[config.mk]
export PLATFORM = sky130hd
export DESIGN_NAME = seq_detect_ctrl_flat
export DESIGN_NICKNAME = d
export VERILOG_FILES = /design/src/rtl/seq_detect_ctrl_if.sv /design/src/rtl/seq_detect_ctrl.sv /design/src/flat_wrapper.sv
export SDC_FILE = /design/constraint.sdc
export NUM_CORES = 1
export LEC_CHECK = 0
export BUFFER_PORTS_ARGS = -buffer_cell sky130_fd_sc_hd__clkbuf_2
export CORE_MARGIN = 2
export CORE_UTILIZATION = 55
export CTS_CLUSTER_DIAMETER = 80
export DETAILED_ROUTE_END_ITERATION = 6
export PLACE_DENSITY = 0.86
export SLEW_MARGIN = 20
export SYNTH_ARGS = -nofsm -noshare
export SYNTH_HDL_FRONTEND = slang
export SYNTH_SLANG_ARGS = --single-unit
[constraint.sdc]
create_clock -name clk -period 3.9 [get_ports clk]
set_input_delay 0.195 -clock clk [delete_from_list [all_inputs] [get_ports clk]]
set_output_delay 0.195 -clock clk [all_outputs]
set_load 0.02 [all_outputs]
[src/rtl/seq_detect_ctrl_if.sv]
// Stream handshake bundle for seq_detect_ctrl.
// The host drives words (master); the controller accepts them (slave).
// A word transfers on a clock edge where in_valid and in_ready are both high.
interface seq_detect_ctrl_if #(
    parameter int DATA_W = 8
) ();
    logic              in_valid;
    logic              in_ready;
    logic [DATA_W-1:0] in_data;
    logic              in_last;

    modport master (
        output in_valid,
        output in_data,
        output in_last,
        input  in_ready
    );

    modport slave (
        input  in_valid,
        input  in_data,
        input  in_last,
        output in_ready
    );
endinterface

[src/rtl/seq_detect_ctrl.sv]
// seq_detect_ctrl: sequences an external serial 1011 detector.
// Parallel words are shifted MSB-first onto o_det_bit, one bit per clock.
// The detector is held in reset on every cycle where no bit is driven, so a
// pattern can never straddle an underrun gap. Hits are counted per stream.
// Optional build macro SEQ_DETECT_CTRL_SAT_EN: when defined, the match
// counter saturates at all-ones. When undefined, it wraps.
module seq_detect_ctrl #(
    parameter int DATA_W = 8,
    parameter int CNT_W  = 8
) (
    input  logic             clk,
    input  logic             reset,
    seq_detect_ctrl_if.slave s_in,
    output logic             o_det_reset,
    output logic             o_det_bit,
    input  logic             i_det_seen,
    output logic [CNT_W-1:0] o_match_count,
    output logic             o_done,
    output logic             o_busy,
    output logic             o_gap_err
);

    localparam int IDX_W = (DATA_W > 1) ? $clog2(DATA_W) : 1;
    localparam logic [IDX_W-1:0] LAST_IDX = IDX_W'(DATA_W - 1);
    localparam logic [IDX_W-1:0] IDX_ZERO = {IDX_W{1'b0}};
    localparam logic [IDX_W-1:0] IDX_ONE  = IDX_W'(1);

    typedef enum logic [1:0] {
        ST_IDLE  = 2'd0,
        ST_SHIFT = 2'd1,
        ST_WAIT  = 2'd2,
        ST_DONE  = 2'd3
    } state_t;

    state_t            r_state;
    logic [DATA_W-1:0] r_shreg;
    logic [IDX_W-1:0]  r_bit_idx;
    logic              r_last_q;
    logic [CNT_W-1:0]  r_match_count;
    logic              r_gap_err;

    logic w_final_bit;
    logic w_in_ready;
    logic w_accept;

    // Advance the hit counter by one; saturating or wrapping by build option.
    function automatic logic [CNT_W-1:0] count_inc(input logic [CNT_W-1:0] cnt);
`ifdef SEQ_DETECT_CTRL_SAT_EN
        if (cnt == {CNT_W{1'b1}}) begin
            count_inc = cnt;
        end else begin
            count_inc = cnt + CNT_W'(1);
        end
`else
        count_inc = cnt + CNT_W'(1);
`endif
    endfunction

    // Ready decode: open in IDLE/WAIT, and on the last bit of a non-final word.
    always_comb begin
        w_final_bit = (r_bit_idx == LAST_IDX);
        w_in_ready  = 1'b0;
        case (r_state)
            ST_IDLE:  w_in_ready = 1'b1;
            ST_SHIFT: w_in_ready = w_final_bit & ~r_last_q;
            ST_WAIT:  w_in_ready = 1'b1;
            ST_DONE:  w_in_ready = 1'b0;
            default:  w_in_ready = 1'b0;
        endcase
        w_accept = s_in.in_valid & w_in_ready;
    end

    assign s_in.in_ready = w_in_ready;

    // The detector only runs while a bit is actually on its input.
    assign o_det_reset   = reset | (r_state != ST_SHIFT);
    assign o_det_bit     = (r_state == ST_SHIFT) ? r_shreg[DATA_W-1] : 1'b0;
    assign o_match_count = r_match_count;
    assign o_done        = (r_state == ST_DONE);
    assign o_busy        = (r_state != ST_IDLE);
    assign o_gap_err     = r_gap_err;

    // Controller FSM: word load, serialization, hit counting and underrun tracking.
    always_ff @(posedge clk) begin
        if (reset) begin
            r_state       <= ST_IDLE;
            r_shreg       <= {DATA_W{1'b0}};
            r_bit_idx     <= IDX_ZERO;
            r_last_q      <= 1'b0;
            r_match_count <= {CNT_W{1'b0}};
            r_gap_err     <= 1'b0;
        end else begin
            case (r_state)
                ST_IDLE: begin
                    if (w_accept) begin
                        r_shreg       <= s_in.in_data;
                        r_last_q      <= s_in.in_last;
                        r_bit_idx     <= IDX_ZERO;
                        r_match_count <= {CNT_W{1'b0}};
                        r_gap_err     <= 1'b0;
                        r_state       <= ST_SHIFT;
                    end
                end
                ST_SHIFT: begin
                    if (i_det_seen) begin
                        r_match_count <= count_inc(r_match_count);
                    end
                    r_shreg   <= {r_shreg[DATA_W-2:0], 1'b0};
                    r_bit_idx <= r_bit_idx + IDX_ONE;
                    if (w_final_bit) begin
                        r_bit_idx <= IDX_ZERO;
                        if (r_last_q) begin
                            r_state <= ST_DONE;
                        end else if (w_accept) begin
                            // Back-to-back reload keeps the bit stream gap-free.
                            r_shreg  <= s_in.in_data;
                            r_last_q <= s_in.in_last;
                        end else begin
                            r_gap_err <= 1'b1;
                            r_state   <= ST_WAIT;
                        end
                    end
                end
                ST_WAIT: begin
                    // The count survives the underrun; only the detector is cleared.
                    if (w_accept) begin
                        r_shreg   <= s_in.in_data;
                        r_last_q  <= s_in.in_last;
                        r_bit_idx <= IDX_ZERO;
                        r_state   <= ST_SHIFT;
                    end
                end
                ST_DONE: begin
                    r_state <= ST_IDLE;
                end
                default: begin
                    r_state <= ST_IDLE;
                end
            endcase
        end
    end

endmodule
[src/flat_wrapper.sv]
// flat-port wrapper written by rule: the top's interface ports become plain ports
module seq_detect_ctrl_flat 
#(
    parameter int DATA_W = 8,
    parameter int CNT_W  = 8
)
  (clk, reset, o_det_reset, o_det_bit, i_det_seen, o_match_count, o_done, o_busy, o_gap_err, s_in_in_valid, s_in_in_data, s_in_in_last, s_in_in_ready);
  seq_detect_ctrl_if #(.DATA_W(DATA_W)) s_in_i ();
  input  logic clk;
  input  logic reset;
  output logic o_det_reset;
  output logic o_det_bit;
  input  logic i_det_seen;
  output logic [CNT_W-1:0] o_match_count;
  output logic o_done;
  output logic o_busy;
  output logic o_gap_err;
  input wire logic [$bits(s_in_i.in_valid)-1:0] s_in_in_valid;
  input wire logic [$bits(s_in_i.in_data)-1:0] s_in_in_data;
  input wire logic [$bits(s_in_i.in_last)-1:0] s_in_in_last;
  output wire logic [$bits(s_in_i.in_ready)-1:0] s_in_in_ready;
  assign s_in_i.in_valid = s_in_in_valid;
  assign s_in_i.in_data = s_in_in_data;
  assign s_in_i.in_last = s_in_in_last;
  assign s_in_in_ready = s_in_i.in_ready;
  seq_detect_ctrl #(.DATA_W(DATA_W), .CNT_W(CNT_W)) u_core (.clk(clk), .reset(reset), .s_in(s_in_i), .o_det_reset(o_det_reset), .o_det_bit(o_det_bit), .i_det_seen(i_det_seen), .o_match_count(o_match_count), .o_done(o_done), .o_busy(o_busy), .o_gap_err(o_gap_err));
endmodule
==> flow_summary.yaml <==
sta:
  max-slew-margin-rel_pct: 32.6
  hold_viol: 0
  fin_crit_ns: 2.29
  setup-violations-final: 0
  finalSetupTns_ns: 0
  hold_ws_ns: 0.115
  postLayoutSetupSlackWorst_ns: 1.61
  fin_skew_ns: 0.00122
  tightest_slew_ns: 0.983
  period_share_pct: 58.6
  maxSlewViolCount: 0
  grt_setup_unrepaired: "no"
  fmax_ghz: 0.438
place:
  dp_slack_ns: 1.98
  gp_congestion: 0.801
  numPortBuffers: 26
  hpwl_mm: 1.84
pwr:
  leakagePower_nw: 0.495
  powerDensity_mw_per_mm2: 318
  peakVddDrop_v: 0.000226
setup_path:
  crit_path_top_delay_cell: "nor2b_1"
  arrival_ns: 2.09
  end_kind: "primary output"
  rr_startpoint: "u_core.r_state[0]"
  worstPathMaxFanout: 19
  worstSetupPathType: "flop to primary output"
  reg2reg_slack_ns: 2.02
  worstPathBufferInverterCount: 2
  crit_family: "simple AND/OR/NAND/NOR gates"
  critical_path.startpoint_type: "flop"
  cp_cell_sequence: "buf_4 > nor2b_1 > and2_1 > clkbuf_2"
  crit_path_start: "u_core.r_state[0]"
  cpPeakStageDelay_ns: 0.68
  required_ns: 3.70
synth:
  synthCells: 140
  synthTopCellsByArea: "dfxtp_1 39%, a21oi_1 5.9%, a311oi_1 5.2%"
  synth-warning-count: 0
  yosysUniqueCellTypes: 33
  synth_area_mm2: 0.00118
  avgSynthCellArea_um2: 8.46
  synth_seq_cells: 23
  synth_top_area_share_pct: 38.9
  syn_nets: 156
  ys_seq_area_share_pct: 38.9
  synth_largest_area_cell: "dfxtp_1"
global_route:
  grt_pass1_vias: 1044
  grt_overflow_total: 0
  antenna_found_initial: 0
  grt_first_pass_wirelength_mm: 4.36
  grt_max_degree: 24
  grt_usage_pct: 21.7
job:
  drv_cap: 0
clock_tree:
  cts_setup_buffers: 0
  clk_pin_slew_ns: 0.12
  clockRootBuffer: "clkbuf_4"
  clkSinkCount: 23
  tritoncts: "built"
  cts_buffers: 3
  cts.path.max_buffers: 2
  ctsResizeCount: 0
  clk_latency_ns: 0.31
  hold_buffers: 0
  h-tree-depth: 1
final_layout:
  fin_nets: 177
  n_antenna_cell: 0
  final_cell_mix: "26 x clkbuf_2, 23 x dfxtp_1, 14 x a21oi_1, 12 x o21ai_0, 10 x nand3_1"
  mostFrequentLayoutCell: "clkbuf_2"
  layout-drive-gt1-share_pct: 20.0
  syn2layout_area_growth_pct: 12.8
worst_hold_path:
  hold_path.class: "input port to flop"
  hold_path_startpoint: "s_in_in_data[0]"
die:
  io_pins: 27
  die_height_um: 50.4
  dieArea_mm2: 0.00254
  core_area_mm2: 0.00200
  initial_core_util_pct: 59.2
  die_x_um: 50.4
  num_rows: 16
routing:
  dr.first_iter.drc_count: 25
  vias_per_cell: 6.16
  wirelength_mm: 2.58
  ant_nets: 0
  wl_per_cell_um: 13.8
  first_pass_iters: 4
  drc: 0
  routed-via-count: 1152
run_status:
  status: "finished clean"
## power breakdown
part / internal [mW] / total (mW) / switching, mW
logic: 0.0236 / 0.0617 / 0.0381
registers: 0.246 / 0.254 / 0.00841
clock network: 0.0400 / 0.109 / 0.0692
## registers in the layout, indices dropped and copies added, names as in the netlist
signal / cells
u_core.o_match_count: 8
u_core.r_shreg: 8
u_core.r_bit_idx: 3
u_core.r_state: 2
u_core.o_gap_err: 1
u_core.r_last_q: 1
## layer usage
layer | global-route usage [%] | vias to the layer above | share of wire [%]
met5 | 0 | - | 0
met4 | 11.7 | 0 | 2.1
met3 | 2.38 | 5 | 4.1
met2 | 36.0 | 26 | 46
met1 | 27.6 | 546 | 47
li1 | - | 575 | -
## tightest hold or removal path, delay by kind of cell
kind / cells / cell delay (ns)
AOI/OAI and AO/OA: 2 / 0.11
buffers and inverters: 1 / 0.08
## synth_stat cells
master / n
a32o_1: 1
dfxtp_1: 23
buf_2: 4
xnor2_1: 1
and4bb_1: 1
nand3b_1: 1
nand3_1: 10
o2111a_1: 1
nor2_1: 4
ha_1: 3
nand2_1: 5
nor4b_1: 1
nand4_1: 1
a32oi_1: 1
buf_1: 2
mux2_2: 1
or4_1: 7
nor3b_1: 2
inv_1: 3
or2_2: 1
and2_1: 2
nor3_1: 8
nand2b_1: 6
nand4bb_1: 1
nand4b_1: 2
o31ai_1: 6
a311oi_1: 7
o221ai_1: 1
nor2b_1: 2
o21ai_0: 12
clkbuf_1: 5
a21oi_1: 14
mux2i_1: 1
## layout make-up
class	count	area, µm²
inverters	3	11.3
multi-input cells	103	667
fillers	183	666
repair buffers	27	138
flip-flops and latches	23	460
clock buffers	4	26.3
well taps	27	33.8
## cell families (layout without fill, tap and decap cells)
kind of cell	after synthesis	count (layout)	share of synthesized area, %
multiplexers	2	2	1.80
flip-flops	23	23	38.9
AND/OR/NAND/NOR	54	54	27.4
adder cells (fa/ha/maj)	3	3	3.17
XOR/XNOR	1	1	0.739
AO/OA/AOI/OAI	43	43	23.2
buffers and inverters	14	34	4.86
## per-stage QoR
step / utilization, % / power, mW / instances / instance area (µm²)
CTS: 66.8 / 0.429 / 187 / 1340
global route: 66.8 / 0.446 / 187 / 1340
global placement: 65.4 / 0.318 / 183 / 1310
detailed placement: 65.4 / 0.321 / 183 / 1310
floorplan: - / 0.302 / 140 / 1180
finish: 66.8 / 0.425 / 187 / 1340
## final timing paths
check                                         end  depth (start not counted)
worst max-delay path                    o_det_bit                          4
worst min-delay path            u_core.r_shreg[0]                          3
worst max register to register  u_core.r_shreg[1]                          4
worst min register to register   u_core.o_gap_err                          2
Note: power is estimated with default switching activity, not from simulation.
